==> src/rtl/fb_rd_arbiter.sv <==
// Frame-buffer read-port arbiter.
// Shares the single registered-read BRAM port between the display scanner, which always
// wins, and a host readout requester that only gets cycles the display leaves idle.
// A two-stage owner tag travels beside each read so returned data can be steered to
// whoever issued it. Host requests that keep losing to the display raise host_starved.
//
// Handshake semantics (both host channels): a transfer happens on a rising edge where
// valid and ready are both 1. host_req_ready is a pure function of the host FSM state.
// host_rsp_valid, once raised, stays high with data/err stable until host_rsp_ready is seen.
module fb_rd_arbiter #(
    parameter  int DATA_WIDTH   = 12,
    parameter  int DEPTH        = 640*480,
    parameter  int STARVE_LIMIT = 1024,
    localparam int ADDR_W       = $clog2(DEPTH)
) (
    input  logic                  r_clk,
    input  logic                  r_rst,
    input  logic                  disp_req,
    input  logic [ADDR_W-1:0]     disp_addr,
    output logic                  disp_valid,
    output logic [DATA_WIDTH-1:0] disp_dout,
    input  logic                  host_req_valid,
    output logic                  host_req_ready,
    input  logic [ADDR_W-1:0]     host_req_addr,
    output logic                  host_rsp_valid,
    input  logic                  host_rsp_ready,
    output logic [DATA_WIDTH-1:0] host_rsp_data,
    output logic                  host_rsp_err,
    output logic                  host_starved,
    output logic                  bram_r_en,
    output logic [ADDR_W-1:0]     bram_r_addr,
    input  logic [DATA_WIDTH-1:0] bram_r_dout,
    output logic [1:0]            dbg_host_state
);

    localparam int CNT_W = $clog2(STARVE_LIMIT + 1);
    localparam logic [ADDR_W:0]  DEPTH_X   = (ADDR_W+1)'(DEPTH);
    localparam logic [CNT_W-1:0] CNT_MAX   = '1;
    localparam logic [CNT_W-1:0] LIMIT_CNT = CNT_W'(STARVE_LIMIT);

    typedef enum logic [1:0] {H_IDLE, H_WAIT, H_FLIGHT, H_RESP} host_state_e;
    // DISP_OOR marks a display slot that skipped the BRAM; it still returns a (zero) pixel.
    typedef enum logic [1:0] {TAG_NONE, TAG_DISP, TAG_DISP_OOR, TAG_HOST} tag_e;

    host_state_e           state_q, state_d;
    logic [ADDR_W-1:0]     host_addr_q, host_addr_d;
    logic [CNT_W-1:0]      cnt_q, cnt_d;
    logic [DATA_WIDTH-1:0] rsp_data_q, rsp_data_d;
    logic                  rsp_err_q, rsp_err_d;
    tag_e                  tag1_q, tag1_d, tag2_q;
    logic                  bram_en_q, bram_en_d;
    logic [ADDR_W-1:0]     bram_addr_q, bram_addr_d;

    logic disp_in_range;
    logic host_in_range;
    logic host_issue;

    assign disp_in_range = ({1'b0, disp_addr} < DEPTH_X);
    assign host_in_range = ({1'b0, host_req_addr} < DEPTH_X);
    // The host only reaches the BRAM in a cycle the display does not claim.
    assign host_issue    = (state_q == H_WAIT) && !disp_req;

    // Slot decision: display first, then a waiting host read; address holds when idle.
    always_comb begin
        bram_en_d   = 1'b0;
        bram_addr_d = bram_addr_q;
        tag1_d      = TAG_NONE;
        if (disp_req) begin
            if (disp_in_range) begin
                bram_en_d   = 1'b1;
                bram_addr_d = disp_addr;
                tag1_d      = TAG_DISP;
            end else begin
                tag1_d      = TAG_DISP_OOR;
            end
        end else if (host_issue) begin
            bram_en_d   = 1'b1;
            bram_addr_d = host_addr_q;
            tag1_d      = TAG_HOST;
        end
    end

    // BRAM request registers and the owner tag pipeline aligned with the read latency.
    always_ff @(posedge r_clk) begin
        if (r_rst) begin
            bram_en_q   <= 1'b0;
            bram_addr_q <= '0;
            tag1_q      <= TAG_NONE;
            tag2_q      <= TAG_NONE;
        end else begin
            bram_en_q   <= bram_en_d;
            bram_addr_q <= bram_addr_d;
            tag1_q      <= tag1_d;
            tag2_q      <= tag1_q;
        end
    end

    // Host FSM state and its transaction registers.
    always_ff @(posedge r_clk) begin
        if (r_rst) begin
            state_q     <= H_IDLE;
            host_addr_q <= '0;
            cnt_q       <= '0;
            rsp_data_q  <= '0;
            rsp_err_q   <= 1'b0;
        end else begin
            state_q     <= state_d;
            host_addr_q <= host_addr_d;
            cnt_q       <= cnt_d;
            rsp_data_q  <= rsp_data_d;
            rsp_err_q   <= rsp_err_d;
        end
    end

    // Host FSM next state: accept, wait for a free slot, collect the tagged return, respond.
    always_comb begin
        state_d     = state_q;
        host_addr_d = host_addr_q;
        cnt_d       = cnt_q;
        rsp_data_d  = rsp_data_q;
        rsp_err_d   = rsp_err_q;
        case (state_q)
            H_IDLE: begin
                if (host_req_valid) begin
                    host_addr_d = host_req_addr;
                    cnt_d       = '0;
                    if (host_in_range) begin
                        state_d = H_WAIT;
                    end else begin
                        // Out-of-range reads never touch the BRAM; answer immediately.
                        rsp_data_d = '0;
                        rsp_err_d  = 1'b1;
                        state_d    = H_RESP;
                    end
                end
            end
            H_WAIT: begin
                if (!disp_req) begin
                    state_d = H_FLIGHT;
                end else if (cnt_q != CNT_MAX) begin
                    cnt_d = cnt_q + 1'b1;
                end
            end
            H_FLIGHT: begin
                if (tag2_q == TAG_HOST) begin
                    rsp_data_d = bram_r_dout;
                    rsp_err_d  = 1'b0;
                    state_d    = H_RESP;
                end
            end
            H_RESP: begin
                if (host_rsp_ready) begin
                    state_d = H_IDLE;
                end
            end
            default: state_d = H_IDLE;
        endcase
    end

    // Outputs derived from FSM state, the tag pipeline and the request registers.
    always_comb begin
        host_req_ready = (state_q == H_IDLE);
        host_rsp_valid = (state_q == H_RESP);
        host_rsp_data  = rsp_data_q;
        host_rsp_err   = rsp_err_q;
        host_starved   = (state_q == H_WAIT) && (cnt_q >= LIMIT_CNT);
        disp_valid     = (tag2_q == TAG_DISP) || (tag2_q == TAG_DISP_OOR);
        disp_dout      = (tag2_q == TAG_DISP) ? bram_r_dout : '0;
        bram_r_en      = bram_en_q;
        bram_r_addr    = bram_addr_q;
        dbg_host_state = state_q;
    end

endmodule

==> config.mk <==
export PLATFORM = sky130hd
export DESIGN_NAME = fb_rd_arbiter
export DESIGN_NICKNAME = d
export VERILOG_FILES = /design/src/rtl/fb_rd_arbiter.sv
export SDC_FILE = /design/constraint.sdc
export NUM_CORES = 1
export LEC_CHECK = 0
export ABC_AREA = 1
export CAP_MARGIN = 20
export CORE_UTILIZATION = 50
export DETAILED_ROUTE_END_ITERATION = 8
export HOLD_SLACK_MARGIN = 0.08
export PLACE_DENSITY = 0.88
export SETUP_SLACK_MARGIN = 0.2
export SYNTH_ARGS = -nofsm -noshare
export SYNTH_HDL_FRONTEND = slang
export SYNTH_SLANG_ARGS = --single-unit
==> constraint.sdc <==
create_clock -name r_clk -period 3.6 [get_ports r_clk]
set_clock_uncertainty 0.1 [all_clocks]
set_input_delay 1.08 -clock r_clk [delete_from_list [all_inputs] [get_ports r_clk]]
set_output_delay 1.08 -clock r_clk [all_outputs]
set_load 0.01 [all_outputs]
==> results_dict.tcl <==
set metrics [dict create \
    outcome "complete, but fails checks" \
    failed_checks "design-rule violations" \
    synth_ff_type "dfxtp_1" \
    die_area_um2 7130 \
    finalNetCount 657 \
    cpLargestDelayFamily "buffers and inverters" \
    power.total_uw 2870 \
    synth_area_um2 3400 \
    synth_most_common_cell "nand2_1" \
    worst-slew-pin-transition_ps 618 \
    pre_cts_ws_ps 175 \
    drt-total-wl_um 8880 \
    cts-buffers-inserted 9 \
    setup_viol 0 \
    period_share_pct 87.4 \
    hold_path_class "flop to flop" \
    final_max_slew_viol_count 0 \
    post_synth.cell_area_avg_um2 6.83 \
    cts_max_level 3 \
    area_delta_synth_final_pct 38.6 \
    detail_route.wl_per_cell_um 13.1 \
    ys_ff_latch 68 \
    core_um2 6460 \
    cts_buffer_depth 2 \
    cp_max_fo 2 \
    antenna_found_initial 0 \
    crit_chain "clkdlybuf4s50_1 > nand2_1 > inv_1 > dlygate4sd2_1" \
    track_usage_pct 25.3 \
    syn_nets 560 \
    cts_tree "built" \
    numPortBuffers 105 \
    critPathKind "input port to output pin" \
    ctsHoldBuffers 0 \
    antenna_cells 0 \
    drtAntennaViolNets 0 \
    clock_sinks 68 \
    p_per_area_nw_per_um2 608 \
    synthesis.instances 498 \
    yosysUniqueCellTypes 25 \
    grt_overflow 0 \
    drc 11 \
    required_ps 2420 \
    place_hpwl_um 6180 \
    grt_pass1_wl_um 14600 \
    synthTopCellsByArea "dfxtp_1 (40%), nand2_1 (12%), nor2_1 (9.4%), a21oi_1 (6.2%), nand3_1 (5.4%)" \
    synth-async-reset-ratio_pct 0 \
    dieWidth_um 84.5 \
    drtPass1Iterations 7 \
    max_freq_mhz 318 \
    grt_pass1_vias 3425 \
    clk_pin_slew_ps 70 \
    design_area_um2 4710 \
    clkLatencyLatePin_ps 340 \
    worst_setup_path_start_kind "input port" \
    cp_slowest_cell "clkdlybuf4s50_1" \
    synth_edf_count 0 \
    grt_setup_unrepaired "no" \
    synth_top_area_share_pct 40.0 \
    cp_slowest_stage_delay_ps 490 \
    synthTopCellsByCount "nand2_1 (113), nor2_1 (85), dfxtp_1 (68)" \
    fp.dieH_um 84.5 \
    arrival_ps 1970 \
    end_kind "output pin" \
    slew_headroom_pct 58.7 \
    drt_iter0_drc 275 \
    placed_cell_area_um2 4480 \
    cap_violations 0 \
    yosys.area.top_type "dfxtp_1" \
    drive_gt1_share_pct 6.33 \
    cts-root-buf "clkbuf_8" \
    vias 3516 \
    via_per_inst 5.19 \
    grt_max_degree 49 \
    ys_seq_area_share_pct 40.0 \
    hold_viol 0 \
    fin_setup_tns_ps 0 \
    place.gp.congestion 0.857 \
    ir_drop_mv 0.339 \
    pin_count 106 \
    yosysWarnings 0 \
    leakagePower_uw 0.00225 \
    fin_crit_ps 3150 \
    fp-row-count 29 \
    crit_buf_inv 3 \
    layout_setup_ws_ps 453 \
    floorplan.initialDensity_pct 52.6 \
]
==> power breakdown <==
part	switching (µW)	leakage (µW)	internal [µW]
combinational	701	0.00159	483
sequential	101	0.000559	906
clock	284	0.000105	391
total	1090	0.00225	1780
==> cells by family (layout without fill, tap and decap cells) <==
| family | after synthesis | in the layout | synth area share [%] |
|---|---|---|---|
| DFF | 68 | 68 | 40.0 |
| AOI/OAI and AO/OA | 69 | 69 | 10.5 |
| and+or+nand+nor | 256 | 256 | 31.8 |
| muxes | 18 | 18 | 5.30 |
| adders and majority gates | 7 | 7 | 2.58 |
| buffers and inverters | 80 | 182 | 9.83 |
==> layout by cell type (no fill, tap or decap) <==
master | netlist | routed
dlygate4sd2_1 | 0 | 2
nand3_1 | 37 | 37
buf_4 | 0 | 10
a21oi_2 | 2 | 2
dfxtp_1 | 68 | 68
o21ai_0 | 21 | 21
nand2_2 | 4 | 4
nor2_1 | 85 | 85
nand3b_1 | 11 | 11
a22oi_1 | 1 | 1
nor3_1 | 1 | 1
nand2_1 | 113 | 113
inv_1 | 42 | 42
clkdlybuf4s50_1 | 0 | 93
clkinv_2 | 0 | 1
mux2i_1 | 18 | 18
nand3_2 | 1 | 1
nor2_4 | 1 | 1
clkbuf_1 | 12 | 3
clkbuf_8 | 0 | 9
nand4_1 | 1 | 1
clkinv_1 | 3 | 3
o21ai_1 | 3 | 3
bufinv_16 | 0 | 2
or2_1 | 1 | 1
nor2_2 | 1 | 1
a21oi_1 | 42 | 42
clkinv_4 | 0 | 1
inv_2 | 6 | 6
ha_1 | 7 | 7
dlymetal6s2s_1 | 0 | 10
==> routing by layer <==
layer  part of all wire [%]  global-route usage, %  vias up
li1                       -                      -     1765
met1                     40                   28.5     1590
met2                     51                   46.2      145
met3                    7.2                   6.78       16
met4                    1.5                   8.78        0
met5                      0                      0        -
==> final cells by class <==
type	count	area [µm²]
fill	529	1750
inverter	51	191
clock buffer	12	135
tap	77	96.3
timing repair buffer	115	1150
clock inverter	4	73.8
multi-input combinational	350	1700
sequential	68	1360
==> final timing paths <==
| check | from | to | slack (ps) | depth (start not counted) |
|---|---|---|---|---|
| max reg2reg | dbg_host_state[0]$_SDFFE_PP0P_ | host_rsp_data[2]$_SDFFE_PP0P_ | 1380 | 8 |
| max | bram_r_dout[8] | disp_dout[8] | 450 | 4 |
| min reg2reg | tag1_q[1]$_SDFF_PP0_ | tag2_q[1]$_SDFF_PP0_ | 310 | 2 |
| min | tag1_q[1]$_SDFF_PP0_ | tag2_q[1]$_SDFF_PP0_ | 310 | 2 |
==> sequential cells by signal, indices dropped and copies added (netlist names) <==
signal,cells
cnt_q,11
tag1_q,2
dbg_host_state,2
tag2_q,2
bram_r_addr,19
host_rsp_data,12
host_rsp_err,1
host_addr_q,19
==> through the flow <==
| step | std cells | hold WS [ps] | utilization, % |
|---|---|---|---|
| 2_1_floorplan | 498 | 288 | - |
| 3_3_place_gp | 661 | 298 | 69.4 |
| 3_5_place_dp | 661 | 300 | 69.4 |
| 4_1_cts | 677 | 311 | 72.5 |
| 5_1_grt | 677 | 324 | 72.9 |
| 6_report | 677 | 307 | 72.9 |
==> worst reg2reg max path, delay by kind of cell (launching register included) <==
family / cells / cell delay [ps]
AOI/OAI and AO/OA: 2 / 330
and+or+nand+nor: 2 / 490
adders and majority gates: 1 / 510
DFF: 1 / 360
buffers and inverters: 3 / 370
==> repair_timing <==
action                     CTS  global route
setup endpoints to repair    2            10
buffers inserted             0             0
resized for setup            2            10
hold endpoints to repair     0             0
pin swaps                    0             0
Note: power is estimated with default switching activity, not from simulation.
